==> src/rtl/aes_dec_word_adapter.sv <==
// aes_dec_word_adapter: 32-bit word stream to 128-bit block adapter around a combinational AES inverse cipher.
// Collects key and ciphertext words, gives the core CORE_LAT cycles to settle, then unloads plaintext words.
module aes_dec_word_adapter #(
  parameter int CORE_LAT = 2
) (
  input  logic         clk,
  input  logic         rst,
  input  logic [31:0]  in_data,
  input  logic         in_is_key,
  input  logic         in_valid,
  output logic         in_ready,
  output logic [0:127] ct_out,
  output logic [0:127] key_out,
  output logic         core_start,
  input  logic [0:127] pt_in,
  output logic [31:0]  out_data,
  output logic         out_valid,
  input  logic         out_ready,
  output logic         out_last,
  output logic         key_loaded,
  output logic         err
);
  typedef enum logic [1:0] {LOAD, WAIT, UNLOAD} state_t;
  state_t       state_q, state_d;
  logic [1:0]   key_cnt_q, key_cnt_d;
  logic [1:0]   ct_cnt_q, ct_cnt_d;
  logic [1:0]   out_cnt_q, out_cnt_d;
  logic [3:0]   settle_q, settle_d;
  logic [0:127] ct_q, ct_d;
  logic [0:127] key_q, key_d;
  logic [0:127] pt_q, pt_d;
  logic         key_loaded_q, key_loaded_d;
  logic         core_start_q, core_start_d;
  logic         err_q, err_d;
  always_ff @(posedge clk or posedge rst) begin
    if (rst) begin
      state_q      <= LOAD;
      key_cnt_q    <= '0;
      ct_cnt_q     <= '0;
      out_cnt_q    <= '0;
      settle_q     <= '0;
      ct_q         <= '0;
      key_q        <= '0;
      pt_q         <= '0;
      key_loaded_q <= 1'b0;
      core_start_q <= 1'b0;
      err_q        <= 1'b0;
    end else begin
      state_q      <= state_d;
      key_cnt_q    <= key_cnt_d;
      ct_cnt_q     <= ct_cnt_d;
      out_cnt_q    <= out_cnt_d;
      settle_q     <= settle_d;
      ct_q         <= ct_d;
      key_q        <= key_d;
      pt_q         <= pt_d;
      key_loaded_q <= key_loaded_d;
      core_start_q <= core_start_d;
      err_q        <= err_d;
    end
  end
  // Key words are refused while a ciphertext block is partly loaded so the key never changes mid-block.
  always_comb begin
    state_d      = state_q;
    key_cnt_d    = key_cnt_q;
    ct_cnt_d     = ct_cnt_q;
    out_cnt_d    = out_cnt_q;
    settle_d     = settle_q;
    ct_d         = ct_q;
    key_d        = key_q;
    pt_d         = pt_q;
    key_loaded_d = key_loaded_q;
    core_start_d = 1'b0;
    err_d        = 1'b0;
    if (state_q == LOAD && in_valid) begin
      if (in_is_key) begin
        if (ct_cnt_q != 2'd0) begin
          err_d = 1'b1;
        end else begin
          key_d[{key_cnt_q, 5'd0} +: 32] = in_data;
          key_cnt_d    = key_cnt_q + 2'd1;
          key_loaded_d = key_cnt_q == 2'd3;
        end
      end else if (!key_loaded_q) begin
        err_d = 1'b1;
      end else begin
        ct_d[{ct_cnt_q, 5'd0} +: 32] = in_data;
        ct_cnt_d = ct_cnt_q + 2'd1;
        if (ct_cnt_q == 2'd3) begin
          state_d      = WAIT;
          settle_d     = 4'(CORE_LAT);
          core_start_d = 1'b1;
        end
      end
    end else if (state_q == WAIT) begin
      settle_d = settle_q - 4'd1;
      if (settle_q == 4'd1) begin
        pt_d    = pt_in;
        state_d = UNLOAD;
      end
    end else if (state_q == UNLOAD && out_ready) begin
      out_cnt_d = out_cnt_q + 2'd1;
      state_d   = out_cnt_q == 2'd3 ? LOAD : UNLOAD;
    end
  end
  assign in_ready   = state_q == LOAD;
  assign out_valid  = state_q == UNLOAD;
  assign out_last   = out_valid && out_cnt_q == 2'd3;
  assign out_data   = out_valid ? pt_q[{out_cnt_q, 5'd0} +: 32] : 32'd0;
  assign ct_out     = ct_q;
  assign key_out    = key_q;
  assign core_start = core_start_q;
  assign key_loaded = key_loaded_q;
  assign err        = err_q;
endmodule
==> config.mk <==
export PLATFORM = sky130hd
export DESIGN_NAME = aes_dec_word_adapter
export DESIGN_NICKNAME = d
export VERILOG_FILES = /design/src/rtl/aes_dec_word_adapter.sv
export SDC_FILE = /design/constraint.sdc
export NUM_CORES = 1
export LEC_CHECK = 0
export ABC_CLOCK_PERIOD_IN_PS = 15760
export CORE_ASPECT_RATIO = 0.75
export CORE_MARGIN = 2
export CORE_UTILIZATION = 45
export DETAILED_ROUTE_END_ITERATION = 8
export GPL_TIMING_DRIVEN = 0
export HOLD_SLACK_MARGIN = 0.06
export PLACE_DENSITY = 0.77
export SYNTH_ARGS = -nofsm -noshare
export SYNTH_HDL_FRONTEND = slang
export SYNTH_SLANG_ARGS = --single-unit
==> constraint.sdc <==
create_clock -name clk -period 15.76 [get_ports clk]
set_input_delay 4.728 -clock clk [delete_from_list [all_inputs] [get_ports clk]]
set_output_delay 4.728 -clock clk [all_outputs]
set_load 0.01 [all_outputs]
==> key figures <==
Synth
  • Top cell type's share of synthesized area: 55.7%
  • Synth Net Count: 1640
  • Yosys cell types: 31
  • Area contributors post-synth: dfrtp_1 (56%), mux2i_1 (11%), mux2_1 (6.3%)
  • Post-Syn Instances: 1464
  • YS warnings: 0
  • Largest area contributor in the netlist: dfrtp_1
  • Seq/Total Area, Yosys: 55.7%
  • Synthesized flop and latch total: 399
  • Netlist Area Pre-Place: 17900 um2
  • Syn Area/Cell: 12.3 um2

Route
  • DR DRC count: 0
  • Vias/cell: 5.11
  • Routed WL per cell: 21.3 um
  • Drt first pass iters: 5
  • Drt initial violations: 718
  • ANT nets after route: 0
  • Via count: 12919
  • Final wirelength: 53.7 mm

Clocking
  • Post-CTS Setup Inserts: 0
  • CTS Hold Bufs: 0
  • Post-CTS sizing: 0
  • Clock slew at reported path FFs: 0.06 ns
  • Clock Path Buffers: 3
  • Worst-Skew Late Latency: 0.55 ns
  • Sink Count: 399
  • CTS Buf Count: 42
  • Clk root buf: clkbuf_16
  • CTS H-tree depth: 2
  • CTS tree: built

Pwr
  • Internal power: 2.92 mW
  • Peak supply drop: 0.0874 mV
  • Clock Power Share: 23.8%
  • Pwr Density: 176 nW/um2
  • LEAKAGE: 11.3 nW
  • Net switching power: 1.45 mW
  • Reg power frac: 36.1%
  • Combinational power share: 40.1%
  • Sw Share: 33.3%

Timing
  • Rel. slew slack: 51.1%
  • Fmax: 129 MHz
  • Crit share post-route: 49.3%
  • Worst Skew: 0.0211 ns
  • RSZ-0062 raised after global routing: false
  • Worst setup margin: 7.99 ns
  • Pins Over Slew Limit: 0
  • Setup Viol. Count Final: 0
  • Final Hold Fails: 0
  • Post-layout min period: 7.77 ns
  • Final setup TNS: 0 ns
  • Worst-Margin Slew: 0.734 ns

Global route
  • Total track usage: 26.0%
  • Grt ovf: 0
  • Antenna violations before repair: 1
  • Vias in the first global route: 13554
  • First-pass GRT wire length: 81.9 mm
  • Largest net degree at the start of global routing: 44

Critical path
  • FF-to-FF setup slack: 13.02 ns
  • Worst-path fanout max: 10
  • FF-to-FF End: key_out[68]
  • CP Class: register to primary output
  • Kind of end point of the critical path: primary output
  • Reg2Reg Depth: 8
  • Worst r2r src: ct_cnt_q[1]
  • CP arrival: 3.04 ns
  • Slowest cell on crit path: clkdlybuf4s50_1
  • CP startpoint kind: register
  • CP peak stage delay: 0.61 ns
  • Worst endpoint required time: 11.03 ns
  • Critical Path, Cell by Cell: buf_2 -> nor2b_1 -> clkbuf_1 -> and2_1 -> clkdlybuf4s50_1

Placement
  • Place WS: 8.53 ns
  • PortBufs: 457
  • Post-DP HPWL: 40.0 mm
  • RD Place Congestion: 0.837
  • Placed Area: 23400 um2

Min path
  • Hold Path Class: register to register
  • Hold depth: 1
  • Worst Hold Path EP: pt_q[125]
  • Min-delay src: pt_q[125]

Finish
  • Commonest non-fill, non-tap cell in the layout: clkdlybuf4s50_1
  • Share of cells above drive strength 1: 13.6%
  • Design area: 24800 um2
  • Most used cells in the layout excluding fill and tap cells: clkdlybuf4s50_1 (457), dfrtp_1 (399), nand2_1 (201)
  • Fin nets: 2151
  • Area Overhead vs Synth: 38.5%
  • Final Core Density: 63.0%

Status
  • Outcome: finished clean

Floorplanning
  • Initial core utilization: 45.5%
  • Ports: 459
  • Die Span Y: 177 um
  • Die X: 235 um
  • Placement Rows: 63
  • Die area: 41500 um2
  • Core region area: 39400 um2

Flow run
  • Number of max-cap violations: 0
==> final cells by class <==
cell class | instances | area (um2)
repair buffers | 467 | 4770
plain buffers | 92 | 513
diodes | 1 | 2.50
clock inverters | 15 | 185
clock buffers | 60 | 1280
fillers | 3060 | 14600
flip-flops and latches | 399 | 9980
well taps | 520 | 651
multi-input cells | 773 | 6690
inverters | 200 | 754
==> routing by layer <==
| layer | global-route usage, % | vias up | routed length [um] |
|---|---|---|---|
| li1 | - | 5823 | - |
| met1 | 35.4 | 6576 | 23300 |
| met2 | 41.1 | 391 | 25200 |
| met3 | 5.70 | 127 | 3100 |
| met4 | 9.41 | 2 | 2070 |
| met5 | 0 | - | 13 |
==> metrics by stage <==
stage          hold WS (ns)  std cells  power [mW]
2_1_floorplan         0.459       1464        2.40
3_3_place_gp          0.469       2441        3.28
3_5_place_dp          0.477       2451        3.34
4_1_cts               0.490       2526        4.41
5_1_grt               0.502       2526        4.62
6_report              0.487       2527        4.37
==> power groups by stage <==
stage                     registers [mW]  logic [mW]  clock network, mW
after floorplan                     1.69       0.712                  0
after global placement              1.58        1.70                  0
after detailed placement            1.59        1.75                  0
after CTS                           1.58        1.77               1.07
after global routing                1.62        1.90               1.11
final                               1.58        1.75               1.04
==> sequential cells by signal (all words and copies together) (netlist names) <==
| signal | count |
|---|---|
| core_start | 1 |
| ct_cnt_q | 2 |
| ct_out | 128 |
| err | 1 |
| key_cnt_q | 2 |
| key_loaded | 1 |
| key_out | 128 |
| out_cnt_q | 2 |
| pt_q | 128 |
| settle_q | 4 |
| state_q | 2 |
==> critical path: cells and delay by family (launching register included) <==
| family | cells | cell delay [ns] |
|---|---|---|
| flops | 1 | 0.44 |
| buf+inv | 3 | 1.29 |
| simple gates | 2 | 0.77 |
==> synthesized netlist by cell type <==
cell	n
nor2b_1	7
o21ai_0	1
xor2_1	1
and3_1	68
nor3b_2	1
o21bai_1	1
nand3b_1	2
nand2_1	201
ha_1	11
nand4b_1	1
buf_4	16
buf_6	9
inv_1	200
nor3_1	2
a2bb2oi_1	1
dfrtp_1	399
mux4_2	32
nor2_1	7
nor2b_2	1
nor3b_1	2
clkbuf_1	35
nand3_1	1
nor3_4	4
mux2_2	95
mux2_1	101
and2_1	33
mux2i_1	194
a21oi_1	2
xnor2_1	3
buf_2	32
nand3b_4	1
==> cell families after synthesis <==
group	share of synthesized area, %
multiplexers	27.1
buffers and inverters	7.04
XOR/XNOR	0.195
AO/OA/AOI/OAI	0.174
flip-flops	55.7
AND/OR/NAND/NOR	9.01
adder cells (fa/ha/maj)	0.767
==> worst max-delay path by stage <==
stage | startpoint | end | cells past startpoint
after floorplan | rst | core_start | 1
final | state_q[0] | out_data[22] | 5
after detailed placement | state_q[0] | out_data[22] | 5
after global placement | rst | ct_out[76] | 2
after global routing | state_q[0] | out_data[22] | 5
after CTS | state_q[0] | out_data[22] | 5
Note: power is estimated with default switching activity, not from simulation.
